### src/rtl/reduce_nxw_pipe.sv
// rtl/reduce_nxw_pipe.sv - pipelined N x W bitwise reduction with valid/ready stream
//
// Purpose:
//   Reduces N operands of W bits each, bit by bit, with OR / AND / XOR / NOR
//   selected per beat. The reduction is a FANIN-ary tree with one register
//   stage per tree level, so the latency is S = ceil(log_FANIN(N)) cycles (min 1).
//   The whole pipe advances as a unit; empty slots (bubbles) shift along too.
//
// Ports:
//   CLK        in   1    clock, rising edge
//   RESET      in   1    synchronous active-high reset, overrides CE
//   CE         in   1    clock enable; 0 freezes all state
//   I          in   N*W  operands, operand k = I[k*W +: W]
//   op         in   2    00 OR, 01 AND, 10 XOR, 11 NOR
//   in_valid   in   1    I/op valid
//   in_ready   out  1    block accepts I/op this cycle
//   O          out  W    reduction result (registered)
//   out_valid  out  1    O valid
//   out_ready  in   1    downstream accepts O
//   busy       out  1    any stage holds a valid beat

module reduce_nxw_pipe #(
  parameter int N     = 8,
  parameter int W     = 4,
  parameter int FANIN = 4
) (
  input  logic             CLK,
  input  logic             RESET,
  input  logic             CE,
  input  logic [N*W-1:0]   I,
  input  logic [1:0]       op,
  input  logic             in_valid,
  output logic             in_ready,
  output logic [W-1:0]     O,
  output logic             out_valid,
  input  logic             out_ready,
  output logic             busy
);

  // Number of partials present after s tree levels.
  function automatic int cnt_at(input int s);
    int c;
    c = N;
    for (int k = 0; k < s; k++) c = (c + FANIN - 1) / FANIN;
    return c;
  endfunction

  function automatic int calc_depth();
    int c;
    int d;
    c = N;
    d = 0;
    for (int k = 0; k < 64; k++) begin
      if (c > 1) begin
        c = (c + FANIN - 1) / FANIN;
        d = d + 1;
      end
    end
    if (d < 1) d = 1;
    return d;
  endfunction

  localparam int S = calc_depth();

  logic [S-1:0] w_vld;
  logic         w_advance;

  // Output register is the last stage, so a held result stalls everything.
  assign w_advance = CE & (~out_valid | out_ready);
  assign in_ready  = w_advance;
  assign out_valid = w_vld[S-1];
  assign busy      = |w_vld;

  for (genvar s = 0; s < S; s++) begin : g_stage
    localparam int CIN  = cnt_at(s);
    localparam int COUT = cnt_at(s + 1);

    logic [CIN*W-1:0]        w_in;
    logic [1:0]              w_op;
    logic                    w_vin;
    logic [W-1:0]            w_id;
    logic [COUT*FANIN*W-1:0] w_pad;
    logic [W-1:0]            w_acc;
    logic [COUT*W-1:0]       w_red;
    logic [COUT*W-1:0]       r_data;
    logic                    r_vld;

    if (s == 0) begin : g_src
      assign w_in  = I;
      assign w_op  = op;
      assign w_vin = in_valid;
    end else begin : g_src
      assign w_in  = g_stage[s-1].r_data;
      assign w_op  = g_stage[s-1].g_op.r_op;
      assign w_vin = g_stage[s-1].r_vld;
    end

    // Identity element fills the short last group: all-ones only for AND.
    assign w_id = (w_op == 2'b01) ? {W{1'b1}} : {W{1'b0}};

    always_comb begin
      w_pad = {(COUT*FANIN){w_id}};
      w_pad[CIN*W-1:0] = w_in;
      w_red = '0;
      w_acc = '0;
      for (int g = 0; g < COUT; g++) begin
        w_acc = w_id;
        for (int j = 0; j < FANIN; j++) begin
          case (w_op)
            2'b01:   w_acc = w_acc & w_pad[(g*FANIN+j)*W +: W];
            2'b10:   w_acc = w_acc ^ w_pad[(g*FANIN+j)*W +: W];
            default: w_acc = w_acc | w_pad[(g*FANIN+j)*W +: W];
          endcase
        end
        w_red[g*W +: W] = w_acc;
      end
      // NOR runs as an OR tree; invert only on the way into the output register.
      if ((s == S - 1) && (w_op == 2'b11)) w_red = ~w_red;
    end

    always_ff @(posedge CLK) begin
      if (RESET) begin
        r_data <= '0;
        r_vld  <= 1'b0;
      end else if (w_advance) begin
        r_data <= w_red;
        r_vld  <= w_vin;
      end
    end

    // The op code only needs to travel to stages that still reduce.
    if (s < S - 1) begin : g_op
      logic [1:0] r_op;
      always_ff @(posedge CLK) begin
        if (RESET) begin
          r_op <= 2'b00;
        end else if (w_advance) begin
          r_op <= w_op;
        end
      end
    end

    assign w_vld[s] = r_vld;
  end

  assign O = g_stage[S-1].r_data;

endmodule
### config.mk
export PLATFORM = sky130hd
export DESIGN_NAME = reduce_nxw_pipe
export DESIGN_NICKNAME = d
export VERILOG_FILES = /design/src/rtl/reduce_nxw_pipe.sv
export SDC_FILE = /design/constraint.sdc
export NUM_CORES = 1
export LEC_CHECK = 0
export ABC_AREA = 0
export CORE_UTILIZATION = 25
export CTS_CLUSTER_DIAMETER = 50
export DETAILED_ROUTE_END_ITERATION = 6
export PLACE_DENSITY_LB_ADDON = 0.25
export SYNTH_ARGS = -nofsm -noshare
export SYNTH_HDL_FRONTEND = slang
export SYNTH_SLANG_ARGS = --single-unit
### constraint.sdc
create_clock -name CLK -period 5.15 [get_ports CLK]
set_input_delay 1.03 -clock CLK [delete_from_list [all_inputs] [get_ports CLK]]
set_output_delay 1.03 -clock CLK [all_outputs]
set_load 0.01 [all_outputs]
==> results.py, run 1 <==
metrics = {
    "run_status": {
        "outcome": "finished, final reports clean",
    },
    "floorplanning": {
        "die-area_sq_um": 12100,
        "num_rows": 39,
        "ios": 46,
        "die_w_um": 110,
        "initial_utilization_pct": 25.6,
        "die_h_um": 110,
        "coreArea_sq_um": 11400,
    },
    "worst_setup_path": {
        "worstPathMaxFanout": 8,
        "ff2ff_setup_slack_ns": 1.10,
        "startpoint_type": "input pin",
        "r2r_start": "g_stage[0].g_op.r_op[1]",
        "crit_family": "compound AO/OA/AOI/OAI gates",
        "crit_cells": 21,
        "r2r-end": "O[1]",
        "crit_type": "input pin to flip-flop",
        "arrival_ns": 4.82,
        "max_stage_delay_ns": 0.51,
        "crit_slowest_cell": "clkdlybuf4s50_1",
        "crit_chain": "clkdlybuf4s50_1 > inv_1 > ha_1 > inv_1 > ha_1 > a211oi_1 > a21oi_1 > inv_1 > ha_1 > a221oi_1 > a21oi_1 > inv_1 > ha_1 > a221oi_1 > a21oi_1 > inv_1 > ha_1 > a221oi_1 > a21oi_1 > nand2_1 > a21oi_1",
        "crit_path_start": "op[1]",
        "crit_required_ns": 5.25,
        "worst_setup_path_end_kind": "flip-flop",
        "rr_worst_depth": 20,
        "critical_path_buf_inv_count": 6,
        "endpoint": "g_stage[0].r_data[6]",
    },
    "routing": {
        "drt_wl_total_um": 5830,
        "vias": 2471,
        "vias_per_cell": 4.54,
        "firstDrtPassIters": 4,
        "ant_nets": 0,
        "drc": 0,
        "drt_iter0_markers": 54,
        "wl_per_cell_um": 10.7,
    },
    "placement": {
        "hpwl_um": 4610,
        "post-place-ws_ns": 0.102,
        "port_buffers": 45,
        "place_congestion": 0.699,
    },
    "sta": {
        "worst_slew_pin_slew_ns": 0.683,
        "rsz0062_at_grt": "no",
        "setup_slack_ns": 0.434,
        "max_slew_margin_pct": 54.3,
        "slew_violations": 0,
        "setup_violations": 0,
        "tns_ns": 0,
        "period_share_pct": 91.6,
        "fin_hold_ws_ns": 0.463,
        "fin_skew_ns": 0.00271,
        "fmax_mhz": 212,
        "hold_viol": 0,
        "final.min_clock_period_ns": 4.72,
    },
    "clock_network": {
        "cts_tree": "yes",
        "post_cts_resized": 0,
        "cts.path.max_buffers": 2,
        "numCtsBuffers": 3,
        "cts_root_buf": "clkbuf_16",
        "clkSinkCount": 16,
        "h-tree-depth": 1,
        "holdBufCountCts": 0,
        "clock_latency_ns": 0.25,
        "post_cts.repair.setup_buffers": 0,
        "clkSlewWorstSetupHoldPaths_ns": 0.05,
    },
    "yosys": {
        "ys_warn_count": 0,
        "synth_nets": 503,
        "synthCells": 367,
        "synth_cell_types": 27,
        "syn_area_sq_um": 2910,
        "synth_top_cell_by_area": "ha_1",
        "yosysTopAreaCellShare_pct": 41.7,
        "synth_seq_area_share_pct": 11.0,
        "syn_avg_cell_area_sq_um": 7.93,
        "synth.area.top_cells": "ha_1, dfxtp_1, inv_1, a221oi_1, a21oi_1",
        "ys_ff_latch": 16,
    },
    "pwr": {
        "p_leak_nw": 1.79,
        "ir_drop_uv": 109,
        "power_density_nw_per_um2": 179,
    },
    "global_routing": {
        "grt_max_degree": 51,
        "antenna_found_initial": 0,
        "grt_pass1_vias": 2372,
        "grt_first_pass_wirelength_um": 10300,
        "track_usage_pct": 10.5,
        "grt_overflow": 0,
    },
    "run": {
        "maxCapViolCount": 0,
    },
    "finish": {
        "drive_gt1_share_pct": 5.49,
        "num_antenna_cells": 0,
        "fin_nets": 538,
        "nFillCells": 1209,
        "syn2layout_area_growth_pct": 23.2,
    },
    "worst_hold_path": {
        "hold_path_class": "flip-flop to flip-flop",
    },
}
[state kept, by name, indices dropped and copies added, names as in the netlist]
signal	flops
g_stage.r_data	8
g_stage.r_vld	1
O	4
out_valid	1
g_stage.g_op.r_op	2
[cells by family after synthesis]
family | share of synthesized area, %
compound gates | 26.4
xor+xnor | 0.903
fa+ha+maj | 41.7
buf+inv | 14.6
flops | 11.0
mux | 0.387
simple gates | 4.95
[placed cells by master, fill, tap and decap left out, types with 2 or more instances in the layout]
| cell | instances |
|---|---|
| inv_1 | 83 |
| a211oi_1 | 15 |
| a221oi_1 | 32 |
| a21oi_1 | 55 |
| ha_1 | 96 |
| buf_4 | 6 |
| a211oi_2 | 2 |
| xnor2_1 | 3 |
| dfxtp_1 | 16 |
| nand2_1 | 23 |
| clkdlybuf4s50_1 | 45 |
| a21oi_2 | 3 |
| nor2_1 | 4 |
| clkbuf_16 | 3 |
[how the worst min path moves through the flow]
| stage | startpoint | to | cells after the start |
|---|---|---|---|
| final | g_stage[0].r_vld | g_stage[0].r_vld | 2 |
| after global routing | g_stage[0].r_data[0] | g_stage[0].r_data[0] | 2 |
| after CTS | g_stage[0].r_vld | g_stage[0].r_vld | 2 |
| after detailed placement | g_stage[0].r_vld | g_stage[0].r_vld | 2 |
| after global placement | g_stage[0].r_vld | g_stage[0].r_vld | 2 |
| after floorplan | g_stage[0].r_vld | g_stage[0].r_vld | 2 |
[report_power, final]
group / switching, mW / internal (mW)
Clock: 0.0511 / 0.118
Sequential: 0.00756 / 0.135
Combinational: 0.174 / 0.154
[cell usage after synthesis]
| master | n |
|---|---|
| ha_1 | 97 |
| inv_1 | 83 |
| a21oi_1 | 55 |
| a221oi_1 | 32 |
| nand2_1 | 23 |
| buf_2 | 16 |
| dfxtp_1 | 16 |
| a211oi_1 | 15 |
| clkbuf_1 | 4 |
| nor2_1 | 4 |
| a21oi_2 | 3 |
| xnor2_1 | 3 |
| a211oi_2 | 2 |
| a211o_1 | 1 |
| a22oi_1 | 1 |
| buf_1 | 1 |
| buf_6 | 1 |
| inv_2 | 1 |
| mux2_2 | 1 |
| nand3b_1 | 1 |
| nor3_1 | 1 |
| nor3b_1 | 1 |
| nor4b_1 | 1 |
| o21ai_4 | 1 |
| o311ai_2 | 1 |
| or2_2 | 1 |
| or2b_1 | 1 |
[metal layers]
metal	part of all wire [%]	GRT usage, %	up-vias
li1	-	-	1324
met1	47	12.9	1100
met2	49	19.2	45
met3	3.6	1.60	2
met4	0.39	1.71	0
met5	0	0	-
[layout make-up]
class / count / area (sq um) / area share [%]
Clock buffer: 4 / 88.8 / 2.48
Inverter: 84 / 315 / 8.80
Multi-Input combinational cell: 245 / 2170 / 60.4
Sequential cell: 16 / 320 / 8.94
Tap cell: 143 / 179 / 4.99
Timing Repair Buffer: 52 / 515 / 14.4
[through the flow]
stage / total power [mW] / instance area (sq um) / util (%) / instances
global placement: 0.464 / 3500 / 30.7 / 540
finish: 0.640 / 3580 / 31.5 / 544
detailed placement: 0.479 / 3500 / 30.7 / 540
global route: 0.711 / 3580 / 31.5 / 544
floorplan: 0.382 / 2910 / - / 367
CTS: 0.653 / 3580 / 31.5 / 544
[worst register-to-register path, stage by stage, from the launching register on]
cell	delay (ns)
dfxtp_1	0.37
inv_1	0.08
ha_1	0.19
inv_1	0.35
ha_1	0.32
a221oi_1	0.25
a21oi_1	0.10
inv_1	0.09
ha_1	0.22
a221oi_1	0.30
a21oi_1	0.09
inv_1	0.09
ha_1	0.22
a211oi_1	0.23
a21oi_1	0.09
inv_1	0.08
ha_1	0.22
a211oi_1	0.22
a21oi_1	0.08
xnor2_1	0.13
a211oi_1	0.23
Power figures use the tool's default switching activity.
==> inputs of run 2 (changes only) <==
Settings changed: ABC_AREA 0 to 1, ABC_CLOCK_PERIOD_IN_PS set to 5150.
==> run 2 against run 1 <==
Net effect: sequential share of layout area down 0.82 points; non-clock buffer count decreased by 2; core utilization shrank 0.75 points; power rose by 11%; register-to-register slack got worse by 0.16 ns; routed wire length increased by 16%; first-iteration DRC count rose by 52%; clock power increased by 4%; clock skew increased by 0.0042 ns; sequential power hardly changed; worst hold slack better by 0.012 ns.
==> results.py, run 2 <==
metrics = {
    "floorplanning": {
        "initial_utilization_pct": 26.0,
        "ios": 46,
        "die-area_sq_um": 13800,
        "die_w_um": 117,
        "coreArea_sq_um": 12800,
        "die_h_um": 117,
        "num_rows": 41,
    },
    "run_status": {
        "outcome": "finished, final reports clean",
    },
    "sta": {
        "max_slew_margin_pct": 61.3,
        "slew_violations": 0,
        "worst_slew_pin_slew_ns": 0.581,
        "hold_viol": 0,
        "period_share_pct": 81.7,
        "setup_violations": 0,
        "rsz0062_at_grt": "no",
        "final.min_clock_period_ns": 4.21,
        "fin_skew_ns": 0.00690,
        "fmax_mhz": 238,
        "tns_ns": 0,
    },
    "global_routing": {
        "grt_pass1_vias": 2775,
        "met3_usage_pct": 0.775,
        "busiest_layer": "met2",
        "met1_usage_pct": 12.9,
        "grt_overflow": 0,
        "track_usage_pct": 10.4,
        "grt_max_degree": 40,
        "antenna_found_initial": 0,
        "gr-usage-met2_pct": 19.2,
        "grt_first_pass_wirelength_um": 12200,
    },
    "finish": {
        "num_antenna_cells": 0,
        "largest_reg_flops": 8,
        "drive_gt1_share_pct": 7.65,
        "regMostFlops": "g_stage.r_data",
        "stdcell_area_sq_um": 3950,
        "final_common_cell": "inv_1",
        "syn2layout_area_growth_pct": 18.4,
        "fin_nets": 647,
        "instances_no_fill": 682,
        "layout_common_cells": "inv_1, ha_1, nand2_1",
    },
    "clock_network": {
        "clkSinkCount": 16,
        "cts_tree": "yes",
        "post_cts.repair.setup_buffers": 0,
        "cts_root_buf": "clkbuf_16",
        "holdBufCountCts": 0,
        "h-tree-depth": 1,
        "cts.path.max_buffers": 2,
        "numCtsBuffers": 3,
        "post_cts_resized": 0,
        "clkSlewWorstSetupHoldPaths_ns": 0.06,
        "clock_latency_ns": 0.25,
    },
    "placement": {
        "hpwl_um": 5280,
        "port_buffers": 45,
        "place_congestion": 0.790,
        "placed_area_sq_um": 3860,
        "dp_cells": 678,
    },
    "worst_setup_path": {
        "r2r_start": "g_stage[0].g_op.r_op[0]",
        "ff2ff_setup_slack_ns": 0.94,
        "crit_type": "flip-flop to flip-flop",
        "worstPathMaxFanout": 13,
        "crit_path_start": "g_stage[0].g_op.r_op[0]",
        "arrival_ns": 4.35,
        "startpoint_type": "flip-flop",
        "crit_required_ns": 5.30,
        "worst_setup_path_end_kind": "flip-flop",
    },
    "yosys": {
        "synth.area.top_cells": "ha_1, inv_1, dfxtp_1, nand2_1, a21oi_1",
        "synth_commonest_cells": "inv_1, ha_1, nand2_1, a21oi_1",
        "synth_nets": 614,
        "synth_cell_types": 25,
        "yosysTopAreaCellShare_pct": 36.4,
        "synth_seq_area_share_pct": 9.61,
        "synth_edf_count": 0,
        "ys_warn_count": 0,
        "async_flop_share_pct": 0,
        "syn_avg_cell_area_sq_um": 6.97,
        "syn_area_sq_um": 3330,
        "synthFlopType": "dfxtp_1",
        "ys_ff_latch": 16,
        "synthCells": 478,
        "yosysMostFrequentCell": "inv_1",
        "synth_top_cell_by_area": "ha_1",
    },
    "routing": {
        "drc": 0,
        "vias_per_cell": 4.17,
        "wl_per_cell_um": 9.93,
        "drt_wl_total_um": 6770,
        "drt_iter0_markers": 82,
        "firstDrtPassIters": 4,
        "ant_nets": 0,
        "vias": 2842,
    },
    "pwr": {
        "power_density_nw_per_um2": 179,
        "ir_drop_uv": 113,
        "power_uw": 708,
        "p_leak_nw": 2.11,
    },
    "worst_hold_path": {
        "hold_path_class": "flip-flop to flip-flop",
        "min-delay-start": "g_stage[0].r_vld",
    },
    "run": {
        "maxCapViolCount": 0,
    },
}
run 2: changes by cell type after synthesis, moves of 18 or more:
cell and delta:
nor2_1 +18, o21ai_0 +23, a21oi_1 -27, nand2_1 +61, inv_1 +34, a221oi_1 -32
nand3_1 +23
run 2: kinds of logic after synthesis:
logic type | count (synthesis) | synth area share, %
xor gates and xnor gates | 1 | 0.263
adders and majority gates | 97 | 36.4
and+or+nand+nor | 132 | 16.3
buffers and inverters | 140 | 18.7
AOI/OAI and AO/OA | 92 | 18.8
DFF | 16 | 9.61
run 2: area by class of cell:
type                       count  area (sq um)
fill                        1428          8880
sequential                    16           320
timing repair buffer          50           488
multi-input combinational    322          2390
clock buffer                   4          88.8
inverter                     118           445
tap                          172           215
run 2: path summary, 6_finish.rpt:
path                                    endpoint  cells past startpoint
worst max-delay path                        O[1]                     22
worst min-delay path            g_stage[0].r_vld                      2
worst max register to register              O[1]                     22
worst min register to register  g_stage[0].r_vld                      2
run 2: stage by stage:
step	utilization [%]	hold WS [ns]	setup slack [ns]
2_1_floorplan	-	0.440	1.12
3_3_place_gp	30.1	0.457	0.836
3_5_place_dp	30.1	0.479	0.768
4_1_cts	30.8	0.489	0.919
5_1_grt	30.8	0.528	0.410
6_report	30.8	0.475	0.944
run 2: critical path, cell delays in order (launching register included):
cell,delay [ns]
dfxtp_1,0.40
ha_1,0.52
inv_1,0.39
ha_1,0.39
nand2_1,0.05
o211ai_1,0.10
o21ai_0,0.14
ha_1,0.32
nand2_1,0.05
nand3_1,0.09
o21ai_0,0.13
ha_1,0.32
a21oi_1,0.06
a21boi_1,0.22
inv_1,0.08
ha_1,0.29
a21oi_1,0.06
nand2_1,0.09
nand2_1,0.07
a21oi_1,0.11
o21ai_0,0.10
nand2_1,0.07
inv_1,0.03
run 2: power breakdown:
group | internal (mW) | switching (mW) | leakage (nW)
clock network | 0.118 | 0.0563 | 0.0442
registers | 0.137 | 0.00778 | 0.133
logic | 0.170 | 0.220 | 1.94
total | 0.425 | 0.284 | 2.11
run 2: metal layers:
layer	wire length, um	part of all wire (%)
met4	85	1.3
met3	175	2.6
met5	0	0
met1	3300	49
met2	3220	48
